**src/rtl/camera_pkg.sv**
```systemverilog
// Shared types and constants for the camera exposure controller.
//   EXP_W / EXP_MIN / EXP_MAX / EXP_DEFAULT : exposure value width and limits
//   state_t       : frame-sequencing states
//   frame_out_t   : bundle of the pixel-array / ADC control outputs
//   decode_outputs: output pattern for each state
package camera_pkg;

   localparam int EXP_W       = 6;
   localparam int EXP_MIN     = 2;
   localparam int EXP_MAX     = 30;
   localparam int EXP_DEFAULT = 8;

   typedef enum logic [2:0] {
      IDLE,
      EXPOSE,
      R1_SEL,
      R1_ADC,
      R1_HOLD,
      R2_SEL,
      R2_ADC,
      R2_HOLD
   } state_t;

   typedef struct packed {
      logic erase;
      logic expose;
      logic nre_1;
      logic nre_2;
      logic adc;
      logic busy;
      logic frame_done;
   } frame_out_t;

   // nre_1 and nre_2 are active low; adc only fires while one row is selected.
   function automatic frame_out_t decode_outputs(input state_t st);
      frame_out_t o;
      o = '{erase: 1'b0, expose: 1'b0, nre_1: 1'b1, nre_2: 1'b1,
            adc: 1'b0, busy: 1'b1, frame_done: 1'b0};
      case (st)
         IDLE: begin
            o.erase = 1'b1;
            o.busy  = 1'b0;
         end
         EXPOSE:  o.expose = 1'b1;
         R1_SEL:  o.nre_1  = 1'b0;
         R1_ADC: begin
            o.nre_1 = 1'b0;
            o.adc   = 1'b1;
         end
         R1_HOLD: o.nre_1  = 1'b0;
         R2_SEL:  o.nre_2  = 1'b0;
         R2_ADC: begin
            o.nre_2 = 1'b0;
            o.adc   = 1'b1;
         end
         R2_HOLD: begin
            o.nre_2      = 1'b0;
            o.frame_done = 1'b1;
         end
         default: begin
            o.erase = 1'b1;
            o.busy  = 1'b0;
         end
      endcase
      return o;
   endfunction

endpackage

```
**src/rtl/exposure_timer.sv**
```systemverilog
// Exposure down-counter (responder side of the exposure-timer interface).
//   clk, reset : clock and asynchronous active-high reset
//   load       : load load_val into the counter
//   load_val   : exposure length in cycles (>= 1)
//   en         : decrement by one this cycle
//   last       : counter currently holds 1 (final exposure cycle)
module exposure_timer
   import camera_pkg::*;
(
   input  logic             clk,
   input  logic             reset,
   input  logic             load,
   input  logic [EXP_W-1:0] load_val,
   input  logic             en,
   output logic             last
);

   logic [EXP_W-1:0] r_count;

   always_ff @(posedge clk or posedge reset) begin
      if (reset) begin
         r_count <= '0;
      end else if (load) begin
         r_count <= load_val;
      end else if (en && (r_count != '0)) begin
         r_count <= r_count - 1'b1;
      end
   end

   assign last = (r_count == EXP_W'(1));

endmodule

```
**src/rtl/exposure_controller.sv**
```systemverilog
// Camera frame sequencer: holds the user exposure setting and walks the pixel
// array through erase -> expose -> row-1 readout -> row-2 readout.
//   clk, reset        : clock and asynchronous active-high reset
//   init              : start a frame (IDLE only, wins over adjust)
//   exp_increase/_dec : adjust exposure by one per cycle (IDLE only)
//   exp_time          : current exposure setting
//   erase, expose     : pixel erase / integrate (active high)
//   nre_1, nre_2      : row read enables (active low)
//   adc               : ADC convert strobe
//   busy, frame_done  : not-IDLE flag, last-readout-cycle pulse
//
// state   | meaning
// IDLE    | pixels held in erase, exposure adjustable, waiting for init
// EXPOSE  | integrating for exp_time cycles
// R1_SEL  | row 1 selected
// R1_ADC  | row 1 converting
// R1_HOLD | row 1 settle
// R2_SEL  | row 2 selected
// R2_ADC  | row 2 converting
// R2_HOLD | row 2 settle, frame_done
module exposure_controller
   import camera_pkg::*;
(
   input  logic             clk,
   input  logic             reset,
   input  logic             init,
   input  logic             exp_increase,
   input  logic             exp_decrease,
   output logic [EXP_W-1:0] exp_time,
   output logic             erase,
   output logic             expose,
   output logic             nre_1,
   output logic             nre_2,
   output logic             adc,
   output logic             busy,
   output logic             frame_done
);

   localparam logic [EXP_W-1:0] EXP_MIN_V     = EXP_W'(EXP_MIN);
   localparam logic [EXP_W-1:0] EXP_MAX_V     = EXP_W'(EXP_MAX);
   localparam logic [EXP_W-1:0] EXP_DEFAULT_V = EXP_W'(EXP_DEFAULT);

   state_t           r_state;
   state_t           w_state_next;
   frame_out_t       r_out;
   logic [EXP_W-1:0] r_exp_time;
   logic             w_timer_load;
   logic             w_timer_en;
   logic             w_timer_last;

   assign w_timer_load = (r_state == IDLE) && init;
   assign w_timer_en   = (r_state == EXPOSE);

   exposure_timer u_timer (
      .clk      (clk),
      .reset    (reset),
      .load     (w_timer_load),
      .load_val (r_exp_time),
      .en       (w_timer_en),
      .last     (w_timer_last)
   );

   always_comb begin
      w_state_next = r_state;
      case (r_state)
         IDLE:    if (init) w_state_next = EXPOSE;
         EXPOSE:  if (w_timer_last) w_state_next = R1_SEL;
         R1_SEL:  w_state_next = R1_ADC;
         R1_ADC:  w_state_next = R1_HOLD;
         R1_HOLD: w_state_next = R2_SEL;
         R2_SEL:  w_state_next = R2_ADC;
         R2_ADC:  w_state_next = R2_HOLD;
         R2_HOLD: w_state_next = IDLE;
         default: w_state_next = IDLE;
      endcase
   end

   // Outputs are registered from the next state so they line up with r_state
   // and never see a combinational path from the inputs.
   always_ff @(posedge clk or posedge reset) begin
      if (reset) begin
         r_state    <= IDLE;
         r_out      <= decode_outputs(IDLE);
         r_exp_time <= EXP_DEFAULT_V;
      end else begin
         r_state <= w_state_next;
         r_out   <= decode_outputs(w_state_next);
         if ((r_state == IDLE) && !init) begin
            if (exp_increase && !exp_decrease) begin
               if (r_exp_time < EXP_MAX_V) r_exp_time <= r_exp_time + 1'b1;
            end else if (exp_decrease && !exp_increase) begin
               if (r_exp_time > EXP_MIN_V) r_exp_time <= r_exp_time - 1'b1;
            end
         end
      end
   end

   assign exp_time   = r_exp_time;
   assign erase      = r_out.erase;
   assign expose     = r_out.expose;
   assign nre_1      = r_out.nre_1;
   assign nre_2      = r_out.nre_2;
   assign adc        = r_out.adc;
   assign busy       = r_out.busy;
   assign frame_done = r_out.frame_done;

endmodule

```
**config.mk**
```make
export PLATFORM = sky130hd
export DESIGN_NAME = exposure_controller
export DESIGN_NICKNAME = d
export VERILOG_FILES = /design/src/rtl/camera_pkg.sv /design/src/rtl/exposure_timer.sv /design/src/rtl/exposure_controller.sv
export SDC_FILE = /design/constraint.sdc
export NUM_CORES = 1
export LEC_CHECK = 0
export BUFFER_PORTS_ARGS = -buffer_cell sky130_fd_sc_hd__buf_2
export CAP_MARGIN = 25
export CORE_MARGIN = 2
export CORE_UTILIZATION = 55
export CTS_CLUSTER_DIAMETER = 60
export CTS_CLUSTER_SIZE = 40
export DETAILED_ROUTE_END_ITERATION = 10
export PLACE_DENSITY = 0.87
export SETUP_SLACK_MARGIN = 0.1
export SYNTH_ARGS = -nofsm -noshare
export SYNTH_HDL_FRONTEND = slang
export SYNTH_SLANG_ARGS = --single-unit
```
**constraint.sdc**
```tcl
create_clock -name clk -period 2.3 [get_ports clk]
set_input_delay 0.23 -clock clk [delete_from_list [all_inputs] [get_ports clk]]
set_output_delay 0.23 -clock clk [all_outputs]
set_load 0.01 [all_outputs]
```
* Yosys cells after proc, flatten, opt, wreduce, memory -nomap -nowiden
Cells that the tools add are included.
** Word-level totals
- Output and inout port bits :: 13
- Input port bits :: 5
- Bits in registers :: 22
** Operators by class
- Muxes and demuxes :: 16
- Eq/ne operators :: 16
- Add/sub/neg operators :: 3
- Reduce and logical (&&, ||, !) cells :: 18
- Order comparisons :: 2
** Operators with widths (number)
- $mux 6 :: 6
- $eq 3x3->1 const B :: 8
- $pmux 3 s8 :: 1
- $eq 3x2->1 const B :: 4
- $sub 6x1->6 const B :: 2
- $mux 1 :: 7
- $add 6x1->6 const B :: 1
- $eq 3x1->1 const B :: 2
- $eq 6x1->1 const B :: 1
- $gt 6x2->1 const B :: 1
- $logic_not 3->1 :: 2
- $lt 6x5->1 const B :: 1
- $mux 3 :: 2
- $reduce_bool 2->1 :: 3
- $reduce_bool 6->1 :: 1
- $reduce_or 3->1 :: 2
- $logic_and 1x1->1 :: 5
- $reduce_and 4->1 :: 1
- $logic_not 1->1 :: 3
- $ne 2x1->1 const B :: 1
- $reduce_or 2->1 :: 1

* Logic depth before layout (Yosys ltp)
- Word-level depth :: 6
- Mapped depth :: 9
- Gate-level depth less buffers :: 9

* Cells and area by module
Synthesis repeated with hierarchy kept, for this count alone.
** Unflattened totals
- Cells, all modules :: 128
- Area total of the unflattened synthesis :: 1287.5 um2
** By module, submodules not included
- exposure_controller :: instances 1, area each 864.6 um2, cells an instance 80
- exposure_timer :: instances 1, area each 422.9 um2, cells an instance 48

* Worst setup path before layout
No wires, ideal clock.
- Kind :: input to register
- Start point :: input exp_decrease
- End point :: register r_exp_time[5], in the netlist exp_time[5]
- Path slack :: 0.395 ns
- Data required time :: 2.221 ns
- Cell stages on the path :: 8
- Buffers on the path :: 0
- Arrival time :: 1.826 ns
- Cells stage by stage :: inv_1 ha_1 inv_1 ha_1 a211oi_1 o41ai_1 a2111oi_2 xor2_1
** On the way
- Longest elaborated chain between the ends :: 4
- Elaborated cells between the ends (all ways) :: 8
** RTL lines
- from (decl) :: RTL line exposure_controller.sv:28 : input logic exp_decrease,
- $logic_not 1->1 :: RTL line exposure_controller.sv:89 : if (exp_increase && !exp_decrease) begin
- $logic_and 1x1->1 :: RTL line exposure_controller.sv:89
- $ne 2x1->1 (no source line) or $reduce_bool 2->1 (tied branches)
- $reduce_and 4->1 (no source line)
- to (signal assigned) :: RTL line exposure_controller.sv:90 : if (r_exp_time < EXP_MAX_V) r_exp_time <= r_exp_time + 1'b1;
- to (signal assigned) :: RTL line exposure_controller.sv:92 : if (r_exp_time > EXP_MIN_V) r_exp_time <= r_exp_time - 1'b1;
- to (decl) :: RTL line exposure_controller.sv:46 : logic [EXP_W-1:0] r_exp_time;
Several ways; a longest one is shown, not always the timed one.
A chain may end at the register's enable or synchronous reset.

* Final worst setup path
- Start point :: register u_timer.r_count[0]
- End point :: register u_timer.r_count[3]
** On the way
- Longest elaborated chain between the ends :: 3
- Elaborated cells between the ends (all ways) :: 6
** RTL lines
- from (decl) :: RTL line exposure_timer.sv:18 : logic [EXP_W-1:0] r_count;
- from (signal assigned) :: RTL line exposure_timer.sv:24 : r_count <= load_val;
- from (signal assigned) :: RTL line exposure_timer.sv:26 : r_count <= r_count - 1'b1;
- $sub 6x1->6 or $reduce_bool 6->1 (tied branches) :: RTL line exposure_timer.sv:26, exposure_timer.sv:25
- $mux 6 or $logic_and 1x1->1 (tied branches) :: RTL line exposure_timer.sv:25 : end else if (en && (r_count != '0)) begin
- $mux 6 or $reduce_bool 2->1 (tied branches)
Several ways; a longest one is shown, not always the timed one. The select of a mux whose other input is x is not followed.

==> summary.md <==
| Metric | Value |
|---|---|
| Crit-path max FO | 5 |
| Synth Flop Type | dfrtp_1 |
| CTS tree | yes |
| Power density cells | 1450 nW/µm² |
| # setup viols final | 0 |
| Total negative setup slack | 0 ps |
| Cts repair resizes | 0 |
| Routed Antenna Nets | 0 |
| Post-synth EDFFs | 0 |
| FP Rows | 17 |
| Top post-synthesis cells by area | dfrtp_1 (37%), dfstp_2 (8.6%), ha_1 (7.1%), o21ai_0 (4.1%), nand2_1 (4.0%) |
| GRT Total Usage | 0.202 |
| Port bufs | 17 |
| DP HPWL | 1870 µm |
| Worst hold slack | ~47 ps |
| Vias per inst | about 6 |
| Period minus WS final | roughly 2100 ps |
| Clk sinks | 22 |
| Worst-path clk slew | approximately 120 ps |
| Initial antenna violation count | 0 |
| Post-Syn Area | 1230 µm² |
| Final Skew | 2.85 ps |
| ANT cells | 0 |
| Vias in the first global route | 945 |
| Num CTS Buffers | 3 |
| Root buf cell | clkbuf_4 |
| Max Clock Freq | 482 MHz |
| Setup crit end kind | register |
| Skew-Pair Late Insertion Delay | 300 ps |
| Initial Utilization | 0.566 |
| GR met3 Demand/Resource | 0.0175 |
| Outcome | complete, no violations |
| Layout Nets | 153 |
| Tot Pwr | 2.03 mW |
| Worst hold path class | input pin to asynchronous set/reset pin |
| Die width | around 51 µm |
| Count of hold-fix buffers inserted at cts | 0 |
| Via count | ~1k |
| Final WL | 2430 µm |
| Fill cells | 191 |
| Average wire per standard cell | approximately 15 µm |
| Share of flip-flops with an asynchronous set or reset | 1.00 |
| Synth top area share | 0.367 |
| Critical-path top delay cell | or4b_1 |
| MaxCap Viol Count | 0 |
| Static Leakage | 0.652 nW |
| Register area share after synthesis | 0.452 |
| Longest Clk Path Bufs | 2 |
| Max stage delay on crit path | 520 ps |
| Commonest cells in the netlist | dfrtp_1 (18), nand2_1 (13), o21ai_0 (10) |
| Syn avg cell area | slightly above 10 µm² |
| Layout overhead on the synthesized area | 14.0% |
| GR peak layer | met2 |
| M1 GR Usage | 0.247 |
| Layout cells sized above 1 | 0.223 |
| Fin. Hold Viols | 0 |
| Final cell count without fillers | 167 |
| Core ar. | 2170 µm² |
| GRT met2 Usage | 0.368 |
| Worst vdd ir | 891 µV |
| Largest net degree at the start of global routing | 23 |
| Drt first-iter violations | 31 |
| Synth Register Bits | 22 |
| Most frequent cell after synthesis | dfrtp_1 |
| Crit Path Class | register to register |
| DR DRC count | 0 |
| Die area | 2630 µm² |
| Slew @ Worst Pin | 774 ps |
| Gpl congestion | 0.865 |
| Slew Viols, Final | 0 |
| Global-route wire length before repair | 4040 µm |
| Die Ht | 51.3 µm |
| Worst relative slew slack | 0.484 |
| Post-Place Cells | 163 |
| Final Cycle Share | 0.901 |
| Critical path launch point type | register |
| Crit path arrival time | 2280 ps |
| Post-CTS Setup Inserts | 0 |
| RSZ-0062 raised after global routing | no |
| DRT Pass-1 Iters | 4 |
| # IOs | 18 |
| Ys Warns | 0 |
| Synthesized instance count | 119 |
| Synth unique cells | between 40 and 50 |
| Grt total ovfl | 0 |
| Worst-path cell chain | inv_1 > ha_1 > or4b_1 > o211a_1 > nand2_1 > nor2_1 > a221o_1 |
| Syn nets | 132 |
| H-tree depth | 1 |
| CP required | about 2500 ps |
| Cell accounting for the most synthesized area | dfrtp_1 |
## where the power goes
part	internal [mW]	total, mW	switching (mW)
Sequential	0.584	0.827	0.243
Combinational	0.411	0.909	0.498
Clock	0.176	0.290	0.114
## placed cells by master (no fill, tap or decap), types with 3 or more instances in the layout
master    instances
a21oi_1           5
clkbuf_4          3
a31oi_1           3
ha_1              7
nand3_1           3
o21ai_0          10
dfrtp_1          18
inv_1             9
nor2_1            8
dfstp_2           4
xnor2_1           4
buf_2            17
nand2_1          13
## flip-flops by register name, indices dropped and copies added, names as in the netlist
name and cells:
frame_done 1, exp_time 6, nre_1 1, erase 1, adc 1, nre_2 1, u_timer.r_count 6, expose 1
r_state 3, busy 1
## cell families (layout without fill, tap and decap cells)
logic type | count (synthesis) | in the layout | share of synthesized area
AOI/OAI and AO/OA | 34 | 34 | 0.209
xor gates and xnor gates | 6 | 6 | 0.0428
adders and majority gates | 8 | 8 | 0.0876
buffers and inverters | 11 | 31 | 0.0346
DFF | 22 | 22 | 0.452
muxes | 2 | 2 | 0.0173
and+or+nand+nor | 36 | 36 | 0.157
## area by class of cell
type / count / area, µm² / share of cell area
multi-input cells: 86 / 631 / 0.450
flip-flops and latches: 22 / 556 / 0.397
repair buffers: 18 / 92.6 / 0.0661
well taps: 28 / 35.0 / 0.0250
inverters: 9 / 33.8 / 0.0241
clock inverters: 1 / 30.0 / 0.0214
clock buffers: 3 / 22.5 / 0.0161
## worst max-delay path: cells and delay by family, from the launching register on
family | cells | cell delay, ps
AND/OR/NAND/NOR | 3 | 680
adder cells (fa/ha/maj) | 1 | 230
AO/OA/AOI/OAI | 2 | 550
buffers and inverters | 1 | 100
flip-flops | 1 | 420
## through the flow
stage                      util  setup WS (ps)  cell area, µm²
final                     0.645            227            1400
after global routing      0.645            143            1400
after CTS                 0.645            245            1400
after detailed placement  0.621           29.1            1350
after global placement    0.621            214            1350
after floorplan               -            395            1230
## worst paths after layout
kind                                     from            endpoint  slack [ps]  depth (start not counted)
min                                     reset         exp_time[5]          50                          2
max                        u_timer.r_count[0]  u_timer.r_count[3]         230                          7
min in group clk                         init          r_state[0]         270                          3
max reg2reg                u_timer.r_count[0]  u_timer.r_count[3]         230                          7
max in group asynchronous               reset          r_state[1]        1780                          2
min reg2reg                       exp_time[3]         exp_time[3]         550                          2
## routing by layer
metal / wire (µm) / part of all wire / vias to the layer above
li1: - / - / 479
met1: 1020 / 0.42 / 489
met2: 1260 / 0.52 / 32
met3: 106 / 0.044 / 4
met4: 39 / 0.016 / 0
met5: 0 / 0 / -
No activity file was read; power rests on OpenSTA's default activity.
